<file path="src/rtl/shift_reg_tx_ctrl.sv">
// Purpose : sequences load/hold/shift of a W-bit right-shift register to send each accepted word LSB-first.
// Latency : first bit one cycle after acceptance; frame = W (+1 parity) bits, then GAP idle cycles.
// Backpr. : in_ready only in IDLE; pause freezes the frame in progress (register held, no bit emitted).
//
// Build option: define SHIFT_TX_PARITY_EN to append an even-parity bit after the W data bits.
//
// Ports:
//   clk, rst            - clock, asynchronous active-high reset
//   in_valid/in_ready   - word handshake, in_data is the word to serialise
//   pause               - consumer stall, only acts while a frame is being emitted
//   sr_load/sr_hold     - shift-register controls (load beats hold; neither = shift right)
//   sr_shift_in         - MSB fill bit (always 0), sr_load_data = in_data
//   sr_shift_out        - shift-register q[0]
//   tx_data/tx_valid    - serial stream, tx_last flags the final bit of a frame
//   busy                - controller not idle, frame_count counts completed frames (mod 256)
module shift_reg_tx_ctrl #(
  parameter int W   = 4,
  parameter int GAP = 1
) (
  input  logic         clk,
  input  logic         rst,
  input  logic         in_valid,
  output logic         in_ready,
  input  logic [W-1:0] in_data,
  input  logic         pause,
  output logic         sr_load,
  output logic         sr_hold,
  output logic         sr_shift_in,
  output logic [W-1:0] sr_load_data,
  input  logic         sr_shift_out,
  output logic         tx_data,
  output logic         tx_valid,
  output logic         tx_last,
  output logic         busy,
  output logic [7:0]   frame_count
);

  localparam int CW = $clog2(W);
  localparam int GW = (GAP > 1) ? $clog2(GAP) : 1;

`ifdef SHIFT_TX_PARITY_EN
  typedef enum logic [1:0] {S_IDLE = 2'd0, S_SHIFT = 2'd1, S_PARITY = 2'd2, S_GAP = 2'd3} state_t;
`else
  typedef enum logic [1:0] {S_IDLE = 2'd0, S_SHIFT = 2'd1, S_GAP = 2'd3} state_t;
`endif

  state_t          state, state_nxt;
  logic [CW-1:0]   bit_cnt, bit_cnt_nxt;
  logic [GW-1:0]   gap_cnt, gap_cnt_nxt;
  logic            frame_done;
`ifdef SHIFT_TX_PARITY_EN
  logic            par_acc, par_acc_nxt;
`endif

  // After the final bit: go through GAP only when a gap is configured.
  localparam state_t END_STATE = (GAP > 0) ? S_GAP : S_IDLE;

  always_ff @(posedge clk or posedge rst) begin
    if (rst) begin
      state       <= S_IDLE;
      bit_cnt     <= '0;
      gap_cnt     <= '0;
      frame_count <= 8'd0;
`ifdef SHIFT_TX_PARITY_EN
      par_acc     <= 1'b0;
`endif
    end else begin
      state   <= state_nxt;
      bit_cnt <= bit_cnt_nxt;
      gap_cnt <= gap_cnt_nxt;
`ifdef SHIFT_TX_PARITY_EN
      par_acc <= par_acc_nxt;
`endif
      if (frame_done) begin
        frame_count <= frame_count + 8'd1;
      end
    end
  end

  always_comb begin
    state_nxt   = state;
    bit_cnt_nxt = bit_cnt;
    gap_cnt_nxt = gap_cnt;
    frame_done  = 1'b0;
    in_ready    = 1'b0;
    sr_load     = 1'b0;
    sr_hold     = 1'b1;
    tx_valid    = 1'b0;
    tx_data     = 1'b0;
    tx_last     = 1'b0;
`ifdef SHIFT_TX_PARITY_EN
    par_acc_nxt = par_acc;
`endif

    case (state)
      S_IDLE: begin
        in_ready = 1'b1;
        if (in_valid) begin
          sr_load     = 1'b1;
          sr_hold     = 1'b0;
          bit_cnt_nxt = '0;
          state_nxt   = S_SHIFT;
`ifdef SHIFT_TX_PARITY_EN
          par_acc_nxt = 1'b0;
`endif
        end
      end

      S_SHIFT: begin
        if (!pause) begin
          tx_valid    = 1'b1;
          tx_data     = sr_shift_out;
          sr_hold     = 1'b0;
          bit_cnt_nxt = bit_cnt + CW'(1);
`ifdef SHIFT_TX_PARITY_EN
          par_acc_nxt = par_acc ^ sr_shift_out;
          if (bit_cnt == CW'(W - 1)) begin
            state_nxt = S_PARITY;
          end
`else
          if (bit_cnt == CW'(W - 1)) begin
            tx_last     = 1'b1;
            frame_done  = 1'b1;
            gap_cnt_nxt = '0;
            state_nxt   = END_STATE;
          end
`endif
        end
      end

`ifdef SHIFT_TX_PARITY_EN
      S_PARITY: begin
        // Register stays held: the data word has already been fully shifted out.
        if (!pause) begin
          tx_valid    = 1'b1;
          tx_data     = par_acc;
          tx_last     = 1'b1;
          frame_done  = 1'b1;
          gap_cnt_nxt = '0;
          state_nxt   = END_STATE;
        end
      end
`endif

      S_GAP: begin
        if (gap_cnt == GW'(GAP - 1)) begin
          state_nxt = S_IDLE;
        end else begin
          gap_cnt_nxt = gap_cnt + GW'(1);
        end
      end

      default: begin
        state_nxt = S_IDLE;
      end
    endcase

    // Reset forces the quiet output set even though state already reads IDLE.
    if (rst) begin
      in_ready = 1'b0;
      sr_load  = 1'b0;
      sr_hold  = 1'b1;
      tx_valid = 1'b0;
      tx_data  = 1'b0;
      tx_last  = 1'b0;
    end
  end

  assign sr_shift_in  = 1'b0;
  assign sr_load_data = in_data;
  assign busy         = (state != S_IDLE) && !rst;

endmodule
</file>
<file path="config.mk">
export PLATFORM = sky130hd
export DESIGN_NAME = shift_reg_tx_ctrl
export DESIGN_NICKNAME = d
export VERILOG_FILES = /design/src/rtl/shift_reg_tx_ctrl.sv
export SDC_FILE = /design/constraint.sdc
export NUM_CORES = 1
export LEC_CHECK = 0
export BUFFER_PORTS_ARGS = -buffer_cell sky130_fd_sc_hd__buf_2
export CORE_MARGIN = 5
export CORE_UTILIZATION = 48
export DETAILED_ROUTE_END_ITERATION = 8
export PLACE_DENSITY = 0.88
export SETUP_SLACK_MARGIN = 0.1
export SLEW_MARGIN = 20
export SYNTH_ARGS = -nofsm -noshare
export SYNTH_HDL_FRONTEND = slang
export SYNTH_SLANG_ARGS = --single-unit
</file>
<file path="constraint.sdc">
create_clock -name clk -period 3.4 [get_ports clk]
set_clock_uncertainty 0.15 [all_clocks]
set_input_delay 0.34 -clock clk [delete_from_list [all_inputs] [get_ports clk]]
set_output_delay 0.34 -clock clk [all_outputs]
set_load 0.01 [all_outputs]
</file>
==> results of run 1 <==
## kinds of logic (layout without fill, tap and decap cells)
kind of cell,count (synthesis),after routing,synth area share (%)
xor gates and xnor gates,7,7,9.51
other,1,1,0.582
muxes,1,1,1.75
DFF,12,12,46.6
buffers and inverters,9,27,9.32
AOI/OAI and AO/OA,3,3,4.27
and+or+nand+nor,25,25,24.1
adders and majority gates,2,2,3.88
## registers in the layout, summed over array words and instances, names as in the netlist
| register | count |
|---|---|
| frame_count | 8 |
| bit_cnt | 2 |
| state | 2 |
## through the flow
stage	cells	hold slack [ns]	power, mW	setup WS, ns
after floorplan	60	0.0547	0.352	1.81
after global placement	88	0.241	0.395	1.79
after global routing	93	0.317	0.554	1.16
after detailed placement	88	0.257	0.403	1.74
after CTS	93	0.280	0.520	1.27
final	93	0.285	0.515	1.26
## area by class of cell
cell class	count	area [µm²]
multi-input combinational	39	284
tap	15	18.8
clock buffer	4	36.3
sequential	12	300
inverter	3	11.3
timing repair buffer	20	105
fill	110	529
## power by group through the flow
stage / Combinational (mW) / Sequential, mW / Clock, mW
final: 0.172 / 0.227 / 0.115
after global placement: 0.168 / 0.227 / 0
after CTS: 0.176 / 0.226 / 0.118
after detailed placement: 0.174 / 0.229 / 0
after global routing: 0.197 / 0.233 / 0.124
after floorplan: 0.121 / 0.231 / 0
## worst max-delay path by stage
stage	startpoint	to	slack [ns]	cells past startpoint
after floorplan	state[1]	tx_data	1.81	2
after global placement	pause	frame_count[7]	1.79	4
after detailed placement	pause	frame_count[4]	1.74	5
after CTS	rst	tx_last	1.27	5
after global routing	rst	tx_data	1.16	5
final	rst	tx_last	1.26	5
## synthesized netlist by cell type
master and number:
dfrtp_1 12, nand2_1 7, buf_4 5, nor2_1 5, xnor2_1 4, and2_1 3, xor2_1 3, a22o_1 2
ha_1 2, inv_1 2, nand4_1 2, nor3_1 2, a22o_2 1, buf_6 1, conb_1 1, inv_2 1
mux2_2 1, nand3_1 1, nand4bb_1 1, nor3_2 1, nor4_4 1, nor4b_2 1, or2_2 1
## layer usage
metal / global-route usage (%) / up-vias
met3: 2.73 / 4
met5: 0 / -
met1: 16.3 / 227
met2: 19.8 / 12
li1: - / 229
met4: 8.29 / 0
## worst max-delay path: cells and delay by family
family	cells	cell delay, ns
buf+inv	3	0.82
simple gates	2	0.49
==> impl_metrics.env, run 1 <==
export IMPL_grt_max_degree=13
export IMPL_p_leak_nw=0.416
export IMPL_syn2layout_area_growth_pct=17.3
export IMPL_h_tree_depth=1
export IMPL_track_usage_pct=12.9
export IMPL_p_clk_share_pct=22.4
export IMPL_most_common_layout_cells="19 x buf_2, 12 x dfrtp_1, 7 x nand2_1"
export IMPL_final_util_pct=58.8
export IMPL_cts_made_buffers=3
export IMPL_finalSetupViolCount=0
export IMPL_crit_top_cell="buf_2"
export IMPL_ant_nets=0
export IMPL_synth_top_cell_by_area="dfrtp_1"
export IMPL_worstSetupPathType="input port to primary output"
export IMPL_yosysWarnings=0
export IMPL_min_path_type="input port to register"
export IMPL_min_period_ns=2.14
export IMPL_final_common_cell="buf_2"
export IMPL_dpl_cell_area_um2=709
export IMPL_met1_length_um=467
export IMPL_postRouteWirelength_um=1170
export IMPL_avgSynthCellArea_um2=10.7
export IMPL_p_int_mw=0.332
export IMPL_cap_violations=0
export IMPL_cp_arrival_ns=1.65
export IMPL_finalMaxSlewViolations=0
export IMPL_cts_setup_buffers=0
export IMPL_min_delay_start="in_valid"
export IMPL_end_kind="primary output"
export IMPL_wl_met2_um=611
export IMPL_switching_power_mw=0.183
export IMPL_rsz0062_at_grt="false"
export IMPL_reg2reg_depth=4
export IMPL_initial_utilization_pct=50.1
export IMPL_layout_nets=90
export IMPL_hold_viol=0
export IMPL_critPathMaxStageDelay_ns=0.54
export IMPL_syn_nets=71
export IMPL_place_detailed_hpwl_um=914
export IMPL_ys_seq_area_share_pct=46.6
export IMPL_post_cts_resized=0
export IMPL_io_buffers=19
export IMPL_final_cell_area_um2=756
export IMPL_route_met3_wl_um=51
export IMPL_routed_via_density=5.08
export IMPL_grt_first_pass_wirelength_um=1950
export IMPL_drc=0
export IMPL_synth_area_top_cells="dfrtp_1 47%, buf_4 5.8%, xnor2_1 5.4%, nand2_1 4.1%, xor2_1 4.1%"
export IMPL_gp_congestion=0.710
export IMPL_fin_setup_tns_ns=0
export IMPL_reg2reg_from="bit_cnt[0]"
export IMPL_io_pins=29
export IMPL_vias=472
export IMPL_die_height_um=46.6
export IMPL_cts_buffer_depth=2
export IMPL_finalCritPeriodShare_pct=63.0
export IMPL_cp_max_fo=4
export IMPL_startpoint_type="input port"
export IMPL_synth_top_area_share_pct=46.6
export IMPL_fmax_ghz=0.467
export IMPL_grt_pass1_vias=464
export IMPL_clkSlewWorstSetupHoldPaths_ns=0.08
export IMPL_synth_area_um2=644
export IMPL_top_layer_used="met4"
export IMPL_peakVddDrop_mv=0.307
export IMPL_cp_required_ns=2.91
export IMPL_hold_depth=4
export IMPL_min_to="state[0]"
export IMPL_antenna_found_initial=0
export IMPL_power_frac_seq_pct=44.2
export IMPL_antenna_cells=0
export IMPL_core_area_um2=1280
export IMPL_final_layout_size_suffix_gt1_share_pct=38.5
export IMPL_power_density_nw_per_um2=681
export IMPL_row_count=13
export IMPL_ys_types=23
export IMPL_wire_per_inst_um=12.6
export IMPL_die_area_um2=2180
export IMPL_syn_inst=60
export IMPL_first_pass_iters=4
export IMPL_die_w_um=46.6
export IMPL_pwr_share_comb_pct=33.5
export IMPL_cpMaxStageDelayCell="dlygate4sd3_1"
export IMPL_cts_tree="done"
export IMPL_crit_chain="dlygate4sd3_1 > buf_2 > nor4b_2 > and2_1 > buf_2"
export IMPL_grt_overflow_total=0
export IMPL_switching_share_pct=35.5
export IMPL_hold_buffers=1
export IMPL_drtIter0Drc=8
export IMPL_root_buffer="clkbuf_4"
export IMPL_rr_endpoint="frame_count[7]"
export IMPL_clk_latency_ns=0.27
export IMPL_synth_seq_cells=12
export IMPL_cts_sinks=12
export IMPL_r2r_slack_ns=1.74
export IMPL_outcome="finished clean"
No activity file was read; power rests on OpenSTA's default activity.
==> inputs of run 2 (changes only) <==
CORE_UTILIZATION = 40   (was 48)
PLACE_DENSITY = 0.79   (was 0.88)
clock period = 1.8 ns   (was 3.4 ns; I/O delays follow)
==> run 2 against run 1 <==
  * Routed wire length increased by 2.7%
  * Power increased by 93%
  * Die area increased by 16%
  * Critical path depth decreased by 1
  * Sequential power increased by 93%
  * Critical path type is now register to primary output
  * Largest cell class is now multi-input gates
  * Largest power group unchanged
==> impl_metrics.env, run 2 (synthesis gave the netlist of run 1 again) <==
export IMPL_rsz0062_at_grt="true"
export IMPL_top_usage_layer="met2"
export IMPL_fmax_ghz=0.612
export IMPL_worstSetupPathType="register to primary output"
export IMPL_peakVddDrop_mv=0.574
export IMPL_cpMaxStageDelayCell="dfrtp_2"
export IMPL_cp_arrival_ns=1.30
export IMPL_top_regs="frame_count x8, bit_cnt x2, state x2"
export IMPL_die_height_um=50.1
export IMPL_row_count=14
export IMPL_cts_made_buffers=3
export IMPL_min_to="state[0]"
export IMPL_io_buffers=19
export IMPL_grt_first_pass_wirelength_um=2160
export IMPL_path_buf_inv=1
export IMPL_final_common_cell="buf_2"
export IMPL_grt_use_met3_pct=2.96
export IMPL_first_pass_iters=4
export IMPL_total_power_mw=0.994
export IMPL_cts_setup_buffers=0
export IMPL_antenna_found_initial=0
export IMPL_final_cell_area_um2=781
export IMPL_core_area_um2=1520
export IMPL_layout_nets=90
export IMPL_clkSlewWorstSetupHoldPaths_ns=0.08
export IMPL_hold_depth=4
export IMPL_grt_util_met2_pct=17.8
export IMPL_drtIter0Drc=2
export IMPL_root_buffer="clkbuf_4"
export IMPL_r2r_slack_ns=0.24
export IMPL_p_leak_nw=0.424
export IMPL_fin_cells=94
export IMPL_gp_congestion=0.699
export IMPL_cp_required_ns=1.47
export IMPL_grt_pass1_vias=489
export IMPL_die_w_um=50.1
export IMPL_grt_max_degree=13
export IMPL_min_period_ns=1.63
export IMPL_track_usage_pct=11.1
export IMPL_routed_via_density=5.11
export IMPL_vias=480
export IMPL_cap_violations=0
export IMPL_outcome="finished clean"
export IMPL_rr_endpoint="frame_count[7]"
export IMPL_largest_reg_flops=8
export IMPL_finalMaxSlewViolations=0
export IMPL_postRouteWirelength_um=1200
export IMPL_die_area_um2=2510
export IMPL_io_pins=29
export IMPL_min_delay_start="in_valid"
export IMPL_crit_family="flip-flops"
export IMPL_wire_per_inst_um=12.8
export IMPL_finalSetupViolCount=0
export IMPL_min_path_type="input port to register"
export IMPL_met1_usage_pct=12.6
export IMPL_initial_utilization_pct=42.3
export IMPL_final_layout_size_suffix_gt1_share_pct=44.9
export IMPL_clk_latency_ns=0.28
export IMPL_cts_buffer_depth=2
export IMPL_antenna_cells=0
export IMPL_cts_sinks=12
export IMPL_power_density_nw_per_um2=1270
export IMPL_finalCritPeriodShare_pct=90.8
export IMPL_hold_viol=0
export IMPL_crit_chain="nor3_2 > and2_4 > nor2_1 > buf_2"
export IMPL_dpl_cell_area_um2=711
export IMPL_startpoint_type="register"
export IMPL_critPathMaxStageDelay_ns=0.46
export IMPL_most_common_layout_cells="19 x buf_2, 10 x dfrtp_1, 7 x nand2_1"
export IMPL_syn2layout_area_growth_pct=21.2
export IMPL_ant_nets=0
export IMPL_dp_cells=89
export IMPL_cp_max_fo=6
export IMPL_reg2reg_depth=3
export IMPL_reg2reg_from="state[1]"
export IMPL_cts_tree="done"
export IMPL_drc=0
export IMPL_fin_setup_tns_ns=0
export IMPL_regMostFlops="frame_count"
export IMPL_end_kind="primary output"
export IMPL_place_detailed_hpwl_um=911
export IMPL_num_fill_cells=143
export IMPL_h_tree_depth=1
export IMPL_grt_overflow_total=0
[run 2: cell counts in the layout (fill, tap and decap cells not counted)]
No cell type changed its count.
[run 2: worst max path at each step]
stage | startpoint | to | depth (start not counted)
final | state[1] | sr_hold | 4
after global routing | state[1] | sr_hold | 4
after CTS | state[1] | tx_data | 3
after detailed placement | bit_cnt[0] | frame_count[7] | 4
after global placement | state[1] | frame_count[7] | 3
after floorplan | state[1] | tx_data | 2
[run 2: through the flow]
step	utilization, %	hold WS [ns]	setup WS (ns)
floorplan	-	-0.105	0.367
detailed placement	46.6	0.0963	0.151
global placement	46.6	0.0897	0.217
finish	51.2	0.127	0.166
global route	51.2	0.173	0.0838
CTS	50.3	0.123	0.115
[run 2: worst reg2reg max path, stage by stage (launching register included)]
cell and delay, ns:
dfrtp_2 0.46, nand4bb_2 0.38, nor4_4 0.34, xor2_1 0.16
[run 2: cell type report]
cell class	count	area (µm²)	area share, %
clock buffer	4	36.3	4.65
inverter	3	11.3	1.44
multi-input combinational	39	305	39.1
sequential	12	303	38.8
tap	16	20.0	2.56
timing repair buffer	20	105	13.5
[run 2: layer usage]
layer / up-vias / share of wire [%]
li1: 233 / -
met3: 5 / 5.2
met2: 12 / 53
met5: - / 0
met1: 230 / 38
met4: 0 / 3.2
[run 2: what timing repair did]
item / CTS / global route
hold endpoints to repair: 12 / 0
pin swaps: 0 / 1
hold buffers: 1 / 0
endpoints found under the setup margin: 2 / 8
gates resized for setup: 2 / 4
[run 2: power by group]
group	total (mW)	switching, mW	leakage [nW]	internal, mW
Clock	0.215	0.0920	0.0210	0.123
Combinational	0.341	0.167	0.250	0.173
Sequential	0.438	0.0941	0.153	0.344
==> inputs of run 3 (changes only) <==
CORE_MARGIN = 2   (was 5)
SLEW_MARGIN = 10   (was 20)
==> run 3 against run 2 <==
  * Fmax up 0.70%
  * Highest routed layer unchanged
  * Global-route usage up 3.7 points
  * Via count up 1.3%
  * Non-clock buffer count unchanged
  * Clock power down 3%
  * Largest power group unchanged
==> impl_metrics.env, run 3 (synthesis gave the netlist of run 1 again) <==
export IMPL_die_w_um=44.1
export IMPL_core_area_um2=1510
export IMPL_hold_viol=0
export IMPL_fin_setup_tns_ns=0
export IMPL_hold_depth=4
export IMPL_grt_max_degree=13
export IMPL_crit_family="simple AND/OR/NAND/NOR gates"
export IMPL_worstSetupPathType="register to primary output"
export IMPL_final_common_cell="buf_2"
export IMPL_total_power_mw=0.985
export IMPL_most_common_layout_cells="19 x buf_2, 10 x dfrtp_1, 7 x nand2_1"
export IMPL_grt_first_pass_wirelength_um=2000
export IMPL_routed_via_density=5.17
export IMPL_outcome="finished clean"
export IMPL_power_density_nw_per_um2=1270
export IMPL_place_detailed_hpwl_um=954
export IMPL_die_area_um2=1950
export IMPL_vias=486
export IMPL_clkSlewWorstSetupHoldPaths_ns=0.07
export IMPL_finalSetupViolCount=0
export IMPL_track_usage_pct=14.8
export IMPL_antenna_cells=0
export IMPL_end_kind="primary output"
export IMPL_ant_nets=0
export IMPL_clk_latency_ns=0.27
export IMPL_finalCritPeriodShare_pct=90.1
export IMPL_reg2reg_depth=3
export IMPL_rsz0062_at_grt="true"
export IMPL_hold_slack_ns=0.133
export IMPL_antenna_found_initial=0
export IMPL_fin_cells=94
export IMPL_p_leak_nw=0.422
export IMPL_initial_utilization_pct=42.8
export IMPL_row_count=14
export IMPL_postRouteWirelength_um=1270
export IMPL_r2r_slack_ns=0.22
export IMPL_root_buffer="clkbuf_4"
export IMPL_peakVddDrop_mv=0.614
export IMPL_h_tree_depth=1
export IMPL_layout_nets=90
export IMPL_fmax_ghz=0.616
export IMPL_die_height_um=44.1
export IMPL_grt_overflow_total=0
export IMPL_cts_tree="done"
export IMPL_startpoint_type="register"
export IMPL_finalMaxSlewViolations=0
export IMPL_reg2reg_from="state[1]"
export IMPL_grt_pass1_vias=451
export IMPL_first_pass_iters=4
export IMPL_top_regs="frame_count x8, bit_cnt x2, state x2"
export IMPL_min_delay_start="in_valid"
export IMPL_rr_endpoint="frame_count[7]"
export IMPL_cts_made_buffers=3
export IMPL_min_period_ns=1.62
export IMPL_min_path_type="input port to register"
export IMPL_cpMaxStageDelayCell="dfrtp_2"
export IMPL_largest_reg_flops=8
export IMPL_regMostFlops="frame_count"
export IMPL_path_buf_inv=1
export IMPL_crit_chain="nor4b_4 > and2_1 > buf_2"
export IMPL_cp_arrival_ns=1.29
export IMPL_critPathMaxStageDelay_ns=0.45
export IMPL_cp_required_ns=1.47
export IMPL_drtIter0Drc=11
export IMPL_cap_violations=0
export IMPL_final_layout_size_suffix_gt1_share_pct=42.3
export IMPL_min_to="state[0]"
export IMPL_drc=0
export IMPL_io_buffers=19
export IMPL_io_pins=29
export IMPL_wire_per_inst_um=13.5
export IMPL_cp_max_fo=6
export IMPL_syn2layout_area_growth_pct=20.0
export IMPL_gp_congestion=0.765
export IMPL_cts_buffer_depth=2
export IMPL_dp_cells=89
export IMPL_cts_sinks=12
==> run 3: cell counts in the layout (fill, tap and decap cells not counted) <==
No cell type changed its count.
==> run 3: through the flow <==
| step | util [%] | worst slack [ns] | instance area, µm² |
|---|---|---|---|
| after global routing | 51.3 | 0.0771 | 773 |
| after floorplan | - | 0.367 | 644 |
| final | 51.3 | 0.177 | 773 |
| after global placement | 47.2 | 0.201 | 711 |
| after detailed placement | 47.2 | 0.121 | 711 |
| after CTS | 51.2 | 0.0966 | 771 |
==> run 3: routing by layer <==
metal  up-vias  track usage, %  part of all wire (%)  wire, µm
met1       228            17.8                    43       552
met4         0            9.09                   1.1        14
met3         2            5.31                   8.1       103
met5         -               0                     0         0
li1        233               -                     -         -
met2        23            22.6                    47       601
==> run 3: power breakdown <==
group | leakage, nW | total (mW) | switching [mW] | internal (mW)
clock network | 0.0210 | 0.208 | 0.0854 | 0.123
registers | 0.153 | 0.441 | 0.0970 | 0.344
logic | 0.248 | 0.335 | 0.164 | 0.171
total | 0.422 | 0.985 | 0.346 | 0.638
==> run 3: what timing repair did <==
action / in CTS / in global routing
endpoints found under the hold margin: 12 / 0
buffers inserted: 0 / 0
setup endpoints to repair: 2 / 5
hold buffers: 1 / 0
pin swaps: 0 / 2
resized for setup: 2 / 2
==> run 3: layout make-up <==
| cell class | instances | area, µm² |
|---|---|---|
| Sequential cell | 12 | 303 |
| Timing Repair Buffer | 20 | 105 |
| Inverter | 3 | 11.3 |
| Clock buffer | 4 | 36.3 |
| Tap cell | 16 | 20.0 |
| Multi-Input combinational cell | 39 | 298 |
| Fill cell | 138 | 733 |
==> run 3: worst max path at each step <==
stage                     startpoint  slack, ns  cells after the start             end
after floorplan             state[1]       0.37                      2         tx_data
after detailed placement  bit_cnt[0]       0.12                      4  frame_count[7]
after CTS                   state[1]        0.1                      3         tx_data
after global placement      state[1]       0.20                      3  frame_count[7]
after global routing        state[1]       0.08                      3         tx_last
final                       state[1]       0.18                      3         tx_data
==> run 3: worst reg2reg max path, stage by stage (launching register included) <==
cell and delay (ns):
dfrtp_2 0.45, nand4bb_2 0.39, nor4_4 0.36, xor2_1 0.16
